==> src/rtl/mxint8_block_dequant.sv <==
// MXINT8 block dequantizer: buffers one block (E8M0 scale + int8 elements) and
// streams it out as float32, one element per cycle, with valid/ready on both sides.
module mxint8_block_dequant #(
    parameter int BLOCK_SIZE  = 32,
    parameter int ELEM_WIDTH  = 8,
    parameter int SCALE_WIDTH = 8,
    localparam int IDX_W      = $clog2(BLOCK_SIZE)
) (
    input  logic                          clk,
    input  logic                          rst_n,
    input  logic                          i_valid,
    output logic                          o_ready,
    input  logic [SCALE_WIDTH-1:0]        i_scale,
    input  logic signed [ELEM_WIDTH-1:0]  i_mxint8_elements [BLOCK_SIZE],
    output logic                          o_valid,
    input  logic                          i_ready,
    output logic [31:0]                   o_float32,
    output logic [IDX_W-1:0]              o_index,
    output logic                          o_last,
    output logic                          o_overflow
);

    localparam int FRAC_BITS = 6;
    localparam logic [IDX_W-1:0] LAST_IDX = IDX_W'(BLOCK_SIZE - 1);

    // PEND: last beat still stalled downstream, but the next block is already buffered.
    typedef enum logic [1:0] {
        IDLE   = 2'd0,
        STREAM = 2'd1,
        PEND   = 2'd2
    } state_t;

    state_t                        state_q, state_d;
    logic [IDX_W-1:0]              idx_q, idx_d;
    logic [SCALE_WIDTH-1:0]        scale_q, scale_d;
    logic signed [ELEM_WIDTH-1:0]  elem_q [BLOCK_SIZE];
    logic signed [ELEM_WIDTH-1:0]  elem_d [BLOCK_SIZE];
    logic [31:0]                   f32_q, f32_d;
    logic                          ovf_q, ovf_d;

    logic                          last_beat;
    logic                          accept;
    logic                          xfer;
    logic [IDX_W-1:0]              idx_nxt;

    // Exact MXINT8 -> float32; returns {overflow, float bits}.
    function automatic logic [32:0] conv(input logic [SCALE_WIDTH-1:0] s,
                                         input logic signed [ELEM_WIDTH-1:0] e);
        logic                 sgn;
        logic [ELEM_WIDTH:0]  e_ext;
        logic [ELEM_WIDTH:0]  mag;
        int                   p;
        logic signed [11:0]   ex;
        logic [22:0]          frac;
        logic [32:0]          res;
        sgn   = e[ELEM_WIDTH-1];
        e_ext = {e[ELEM_WIDTH-1], e};
        mag   = sgn ? (~e_ext + 1'b1) : e_ext;
        p     = 0;
        for (int i = 0; i <= ELEM_WIDTH; i++) begin
            if (mag[i]) p = i;
        end
        ex  = 12'(s) + 12'(p) - 12'(FRAC_BITS);
        res = 33'd0;
        if (s == {SCALE_WIDTH{1'b1}}) begin
            res = {1'b0, 32'h7FC0_0000};
        end else if (e == '0) begin
            res = 33'd0;
        end else if (ex >= 12'sd255) begin
            res = {1'b1, sgn, 31'h7F80_0000};
        end else if (ex >= 12'sd1) begin
            frac = 23'(32'(mag) << (23 - p));
            res  = {1'b0, sgn, ex[7:0], frac};
        end else begin
            frac = 23'(32'(mag) << (32'(s) + 32'd16));
            res  = {1'b0, sgn, 8'h00, frac};
        end
        return res;
    endfunction

    assign last_beat = (idx_q == LAST_IDX);
    assign o_ready   = (state_q == IDLE) || ((state_q == STREAM) && last_beat);
    assign o_valid   = (state_q != IDLE);
    assign o_last    = (state_q != IDLE) && last_beat;
    assign o_float32 = f32_q;
    assign o_overflow = ovf_q;
    assign o_index   = idx_q;
    assign accept    = i_valid && o_ready;
    assign xfer      = o_valid && i_ready;
    assign idx_nxt   = idx_q + IDX_W'(1);

    always_comb begin
        state_d = state_q;
        idx_d   = idx_q;
        scale_d = scale_q;
        elem_d  = elem_q;
        f32_d   = f32_q;
        ovf_d   = ovf_q;
        case (state_q)
            IDLE: begin
                if (accept) begin
                    scale_d          = i_scale;
                    elem_d           = i_mxint8_elements;
                    idx_d            = '0;
                    {ovf_d, f32_d}   = conv(i_scale, i_mxint8_elements[0]);
                    state_d          = STREAM;
                end
            end
            STREAM: begin
                if (!last_beat) begin
                    if (xfer) begin
                        idx_d          = idx_nxt;
                        {ovf_d, f32_d} = conv(scale_q, elem_q[idx_nxt]);
                    end
                end else if (accept) begin
                    scale_d = i_scale;
                    elem_d  = i_mxint8_elements;
                    if (xfer) begin
                        idx_d          = '0;
                        {ovf_d, f32_d} = conv(i_scale, i_mxint8_elements[0]);
                    end else begin
                        state_d = PEND;
                    end
                end else if (xfer) begin
                    state_d = IDLE;
                end
            end
            PEND: begin
                if (xfer) begin
                    idx_d          = '0;
                    {ovf_d, f32_d} = conv(scale_q, elem_q[0]);
                    state_d        = STREAM;
                end
            end
            default: state_d = IDLE;
        endcase
    end

    // Register stage: buffer, index and the converted output element.
    always_ff @(posedge clk or negedge rst_n) begin
        if (!rst_n) begin
            state_q <= IDLE;
            idx_q   <= '0;
            scale_q <= '0;
            f32_q   <= '0;
            ovf_q   <= 1'b0;
            for (int k = 0; k < BLOCK_SIZE; k++) elem_q[k] <= '0;
        end else begin
            state_q <= state_d;
            idx_q   <= idx_d;
            scale_q <= scale_d;
            f32_q   <= f32_d;
            ovf_q   <= ovf_d;
            elem_q  <= elem_d;
        end
    end

endmodule

==> config.mk <==
export PLATFORM = sky130hd
export DESIGN_NAME = mxint8_block_dequant
export DESIGN_NICKNAME = d
export VERILOG_FILES = /design/src/rtl/mxint8_block_dequant.sv
export SDC_FILE = /design/constraint.sdc
export NUM_CORES = 1
export LEC_CHECK = 0
export CORE_MARGIN = 2
export CORE_UTILIZATION = 58
export CTS_CLUSTER_DIAMETER = 40
export DETAILED_ROUTE_END_ITERATION = 7
export PLACE_DENSITY = 0.86
export SLEW_MARGIN = 20
export SYNTH_ARGS = -nofsm -noshare
export SYNTH_HDL_FRONTEND = slang
export SYNTH_SLANG_ARGS = --single-unit
==> constraint.sdc <==
create_clock -name clk -period 12.9 [get_ports clk]
set_input_delay 1.935 -clock clk [delete_from_list [all_inputs] [get_ports clk]]
set_output_delay 1.935 -clock clk [all_outputs]
set_load 0.05 [all_outputs]
After elaboration in Yosys (flattened, before gate mapping) --
Cells that the tools add are included.
Storage, ports and cells: output and inout bits 41, bits in read-only memories 0, word-level logic and storage cells 194, memory bits (writable) 0, bits in latches 0, bits in registers 304, memories kept 0
Cells by class: order comparisons 9, equal/unequal tests 13, div/mod/pow operators 0, add/subtract/negate cells 18, bitwise gates (word level) 4, multiplexer cells 90, multiply operators 0, reduce and logical (&&, ||, !) cells 16, shifts and indexed selects 7
Operators with widths (number):
- two-way mux 32 bit | 38
- two-way mux 256 bit | 2
- one-hot mux 256 bit (2 select lines) | 1
- two-way mux 33 bit | 12
- << shifter 9 x 32 -> 23 bit | 5
- subtractor 6 x 32 -> 32 bit, first input constant | 4
- two-way mux 31 bit | 4
- one-hot mux 32 bit (3 select lines) | 1
- adder 8 x 12 -> 12 bit | 4
- greater-or-equal comparator 12 x 2 -> 1 bit, second input constant | 4
- greater-or-equal comparator 12 x 9 -> 1 bit, second input constant | 4
- subtractor 12 x 3 -> 12 bit, second input constant | 4
- << shifter 9 x 9 -> 23 bit | 2
- binary-select mux 8 bit (select 5 bit) | 1
- two-way mux 8 bit | 4
- adder 9 x 1 -> 9 bit, second input constant | 3
- two-way mux 9 bit | 3
- inverter 9 bit | 3
- two-way mux 5 bit | 5
- logical NOT 8 bit | 3
- adder 8 x 5 -> 9 bit, second input constant | 2
- == test 8 bit, second input constant | 2
- one-hot mux 8 bit (2 select lines) | 1
- != test 3 bit, second input constant | 5
- other kinds (21) | 40

Depth between registers and ports, before layout --
depth after elaboration 29, gate-level depth with buffers 33, mapped depth without buffers 28

Worst setup path after synthesis --
OpenSTA, ideal clock, no wires.
path type register to register, from reg idx_q[0] (netlist: o_index[0]), to reg f32_q[9] (netlist: o_float32[9]), stages on the path, launching flop included 30, arrival 7.048 ns, library setup time 0.124 ns, path slack 5.728 ns, path buffers 4, data required time 12.776 ns, cell sequence dfrtp_1 -> ha_1 -> xor2_2 -> buf_6 -> mux4_2 -> mux2i_1 -> mux2i_2 -> ha_1 -> clkbuf_1 -> and3_4 -> nor3_2 -> a311oi_4 -> o21bai_4 -> clkinv_2 -> ha_1 -> inv_1 -> ha_1 -> fa_1 -> a211oi_1 -> o21bai_1 -> a21oi_1 -> xnor2_1 -> o31ai_1 -> buf_2 -> clkbuf_1 -> o21ai_0 -> a32oi_2 -> a21boi_1 -> a2111o_1 -> a211o_1
On the way: cells in the longest elaborated chain, start to end 29, elaborated cells on any way between the ends 43, classes of those cells add/sub (5); order compare (2); eq/ne (5); shift (2); mux (22); bitwise (2); reduce/logical (5)
Ends and longest elaborated chain:
- start: declaration | line 34 | logic [IDX_W-1:0] idx_q, idx_d;
- start signal: assignment | line 150 | idx_q <= idx_d;
- adder 5 x 1 -> 5 bit | line 90 | assign idx_nxt = idx_q + IDX_W'(1);
- inverter 5 -> 6 bit (implied by the code) | line 113 | {ovf_d, f32_d} = conv(scale_q, elem_q[idx_nxt]);
- binary-select mux 8 bit (select 5 bit) | line 113
- two-way mux 8 bit (implied by the code) (2 in series) | line 113
- inverter 9 bit | line 58 | mag = sgn ? (~e_ext + 1'b1) : e_ext;
- adder 9 x 1 -> 9 bit | line 58
- two-way mux 9 bit | line 58
- two-way mux 1 bit | line 61 | if (mag[i]) p = i;
- [... 12 more ...]
- greater-or-equal comparator 12 x 2 -> 1 bit | line 71 | end else if (ex >= 12'sd1) begin
- two-way mux 31 bit | line 71
- two-way mux 33 bit | line 69 | end else if (ex >= 12'sd255) begin
- two-way mux 33 bit | line 67 | end else if (e == '0) begin
- two-way mux 33 bit | line 65 | if (s == {SCALE_WIDTH{1'b1}}) begin
- two-way mux 32 bit | line 111 | if (xfer) begin
- two-way mux 32 bit | line 110 | if (!last_beat) begin
- one-hot mux 32 bit (3 select lines) | line 99 | case (state_q)
- end signal: assignment | line 145 | f32_q <= '0;
- end signal: assignment | line 152 | f32_q <= f32_d;
- end: declaration | line 38 | logic [31:0] f32_q, f32_d;
Several ways; a longest one is shown, not always the timed one. The select of a mux whose other input is x is not followed. A chain may end at the register's enable or synchronous reset.

Final worst setup path --
from reg idx_q[0] (netlist: o_index[0]), to reg f32_q[17] (netlist: o_float32[17])
Same word-level chain as after synthesis.

==> reports/qor.csv <==
stage;metric;value;unit
run_status;status;finished clean;
setup_path;Bufs and invs on worst path;3;
setup_path;crit path max fanout;52;
global_routing;largest net degree at the start of global routing;209;
setup_path;Slowest-stage cell, CP;buf_4;
clocking;H-tree Lvls;2;
setup_path;CP Capture Type;flop;
clocking;Setup Buffers After CTS;0;
timing;Slew Limit Headroom;0.325;
finish;nets@finish;2280;
yosys;share of flip-flops with an asynchronous set or reset;1.00;
die;die width;184;um
global_routing;initial antenna violation count;9;
timing;crit path time final;9100;ps
route;Starting DRT DRC Count;1589;
route;Residual DRC;0;
yosys;Synth Warn #;0;
timing;Slew Viols, Final;0;
route;Met2 Wirelength;32900;um
timing;Worst-Margin Slew;1010;ps
yosys;#FFs+latches synth;304;
route;Final ANT Viol Nets;0;
route;Routed WL;68100;um
die;Die Y-Extent;184;um
clocking;Reg clk slew, reported paths;50;ps
finish;Filler Cell Count;2010;
timing;Hold Vio Cnt, Final;0;
place;placed cell area;22300;um2
yosys;Top FF cell, synth;dfrtp_1;
die;Core Area;32300;um2
yosys;Post-synth EDFFs;0;
route;length of routed met3 wiring;6170;um
yosys;Yosys top cell area share;0.403;
route;max layer used;met5;
finish;Layout area overhead;28.1;%
yosys;synth top area cells;dfrtp_1, mux2_2, mux4_2, ha_1, mux2i_1;
route;drt first pass iters;5;
clocking;clk buf depth;3;
timing;Fmax;0.110;GHz
global_routing;vias in the first global route;16900;
setup_path;CP arrival;9510;ps
timing;unrepaired setup endpoints after global routing;false;
timing;final setup fails;0;
power_and_ir_drop;Pleak;0.00978;uW
timing;Hold WS;484;ps
route;routed vias;16300;
die;Initial Util;0.584;
yosys;largest area contributor in the netlist;dfrtp_1;
power_and_ir_drop;Peak VDD IR;243;uV
die;io pins;309;
min_path;Worst Hold Class;reg -> reg;
die;die area;34000;um2
yosys;Synth Area per Inst;11.3;um2
finish;final instance area;24200;um2
setup_path;Critical Path Max Stage Delay;870;ps
timing;clk_skew;38.5;ps
route;vias per std cell;6.64;
finish;share of layout cells above drive strength 1;0.244;
yosys;Post-Synthesis Cell Area;18900;um2
power_and_ir_drop;PD cells;352;nW/um2
die;row cnt;66;
clocking;Post-CTS Hold Buffers;0;
clocking;CTS tree;yes;
place;placed wire-length estimate;46100;um
timing;TNS Setup;0;ps
place;Final Wtd Congestion;1.00;
clocking;Clk Tree Root Cell;clkbuf_16;
yosys;Netlist cell types;100;
setup_path;Worst path top cell family by delay;compound AO/OA/AOI/OAI gates;
global_routing;grt ovf;0;
setup_path;Crit Path Category;reg -> reg;
route;drt wl/cell;27.7;um
global_routing;total track usage;0.393;
clocking;clk_lat worst skew;580;ps
global_routing;first-pass GRT wire length;101000;um
timing;Tcrit/Tclk final;0.705;
route;DRT met1 WL;25000;um
yosys;Synth Instances;1676;
clocking;clk sink count;304;
setup_path;Startpoint Class;flop;
yosys;post-synthesis sequential area ratio;0.403;
flow_run;max-capacitance violation count;0;
clocking;Resize count post-CTS;0;
setup_path;CP required;13310;ps
place;buffers added on ports;308;
clocking;TritonCTS buffer count;47;
==> state kept, by name, summed over array words and instances (netlist names) <==
register	cells
state_q	2
scale_q	8
o_index	5
elem_q	256
o_overflow	1
o_float32	32
==> cell type report <==
class	instances	area [um2]	share of cell area
Tap cell	442	553	0.0229
Clock buffer	56	1260	0.0521
Antenna cell	12	30.0	0.00124
Clock inverter	31	546	0.0226
Sequential cell	304	7610	0.315
Timing Repair Buffer	324	3270	0.135
Inverter	57	215	0.00891
Multi-Input combinational cell	1227	10700	0.442
==> logic make-up after synthesis <==
| logic type | Yosys count | share of synthesized area |
|---|---|---|
| muxes | 393 | 0.273 |
| and+or+nand+nor | 374 | 0.0949 |
| AOI/OAI and AO/OA | 369 | 0.140 |
| DFF | 304 | 0.403 |
| buffers and inverters | 147 | 0.0348 |
| adders and majority gates | 51 | 0.0350 |
| xor gates and xnor gates | 37 | 0.0194 |
| other | 1 | 0.000199 |
==> path summary, 6_finish.rpt <==
check / start / slack, ps / cells after the start / to
min in group asynchronous: rst_n / 1250 / 1 / state_q[1]
setup / recovery: o_index[0] / 3800 / 25 / o_float32[17]
hold / removal: o_float32[0] / 480 / 2 / o_float32[0]
setup reg to reg: o_index[0] / 3800 / 25 / o_float32[17]
max in group asynchronous: rst_n / 9890 / 3 / elem_q[228]
hold reg to reg: o_float32[0] / 480 / 2 / o_float32[0]
==> report_power, final <==
| group | total [uW] | internal (uW) | switching (uW) |
|---|---|---|---|
| Combinational | 5180 | 2110 | 3070 |
| Clock | 1460 | 933 | 522 |
| Sequential | 1860 | 1440 | 419 |
==> synthesized netlist by cell type (13+ instances only) <==
library cell and number:
dfrtp_1 304, mux2_2 266, nand2_1 113, nor2_1 98, o21ai_0 81, mux4_2 66
clkbuf_1 64, a21oi_1 55, mux2i_1 55, inv_1 53, ha_1 48, nand3_1 28
nor3_1 25, a211oi_1 23, a31oi_1 21, xnor2_1 21, a21o_1 16, o31ai_1 16
nand2b_1 15, nand4_1 15, o22ai_1 14, and3_1 13
==> metrics by stage <==
stage / worst slack (ps) / utilization / instances / total power, uW
4_1_cts: 3880 / 0.746 / 2439 / 8320
5_1_grt: 3160 / 0.748 / 2450 / 8900
6_report: 3800 / 0.748 / 2453 / 8500
2_1_floorplan: 5730 / - / 1678 / 5330
3_5_place_dp: 3960 / 0.690 / 2352 / 6760
3_3_place_gp: 4130 / 0.690 / 2352 / 6670
==> worst min-delay path, cell delays in order, from the launching register on <==
cell	delay, ps
dfrtp_1	340
nand2_1	50
o21ai_0	60
==> routing by layer <==
layer / up-vias / global-route usage
met5: - / 0
li1: 6938 / -
met1: 8069 / 0.471
met3: 263 / 0.0899
met2: 1015 / 0.671
met4: 4 / 0.188
==> cells in the final DEF, fill, tap and decap left out, types with 13 or more instances in the layout <==
cell type and instances:
o22ai_1 14, o31ai_1 15, dfrtp_1 303, xnor2_1 21
ha_1 47, a21oi_1 55, clkdlybuf4s50_1 307, nand2b_1 15
a211oi_1 23, o21ai_0 81, inv_1 53, nor2_1 98
mux2_2 266, nand4_1 15, a21o_1 16, nor3_1 25
and3_1 13, nand3_1 28, mux2i_1 55, mux4_2 66
a31oi_1 21, nand2_1 112, clkbuf_16 47
Power figures use the tool's default switching activity.
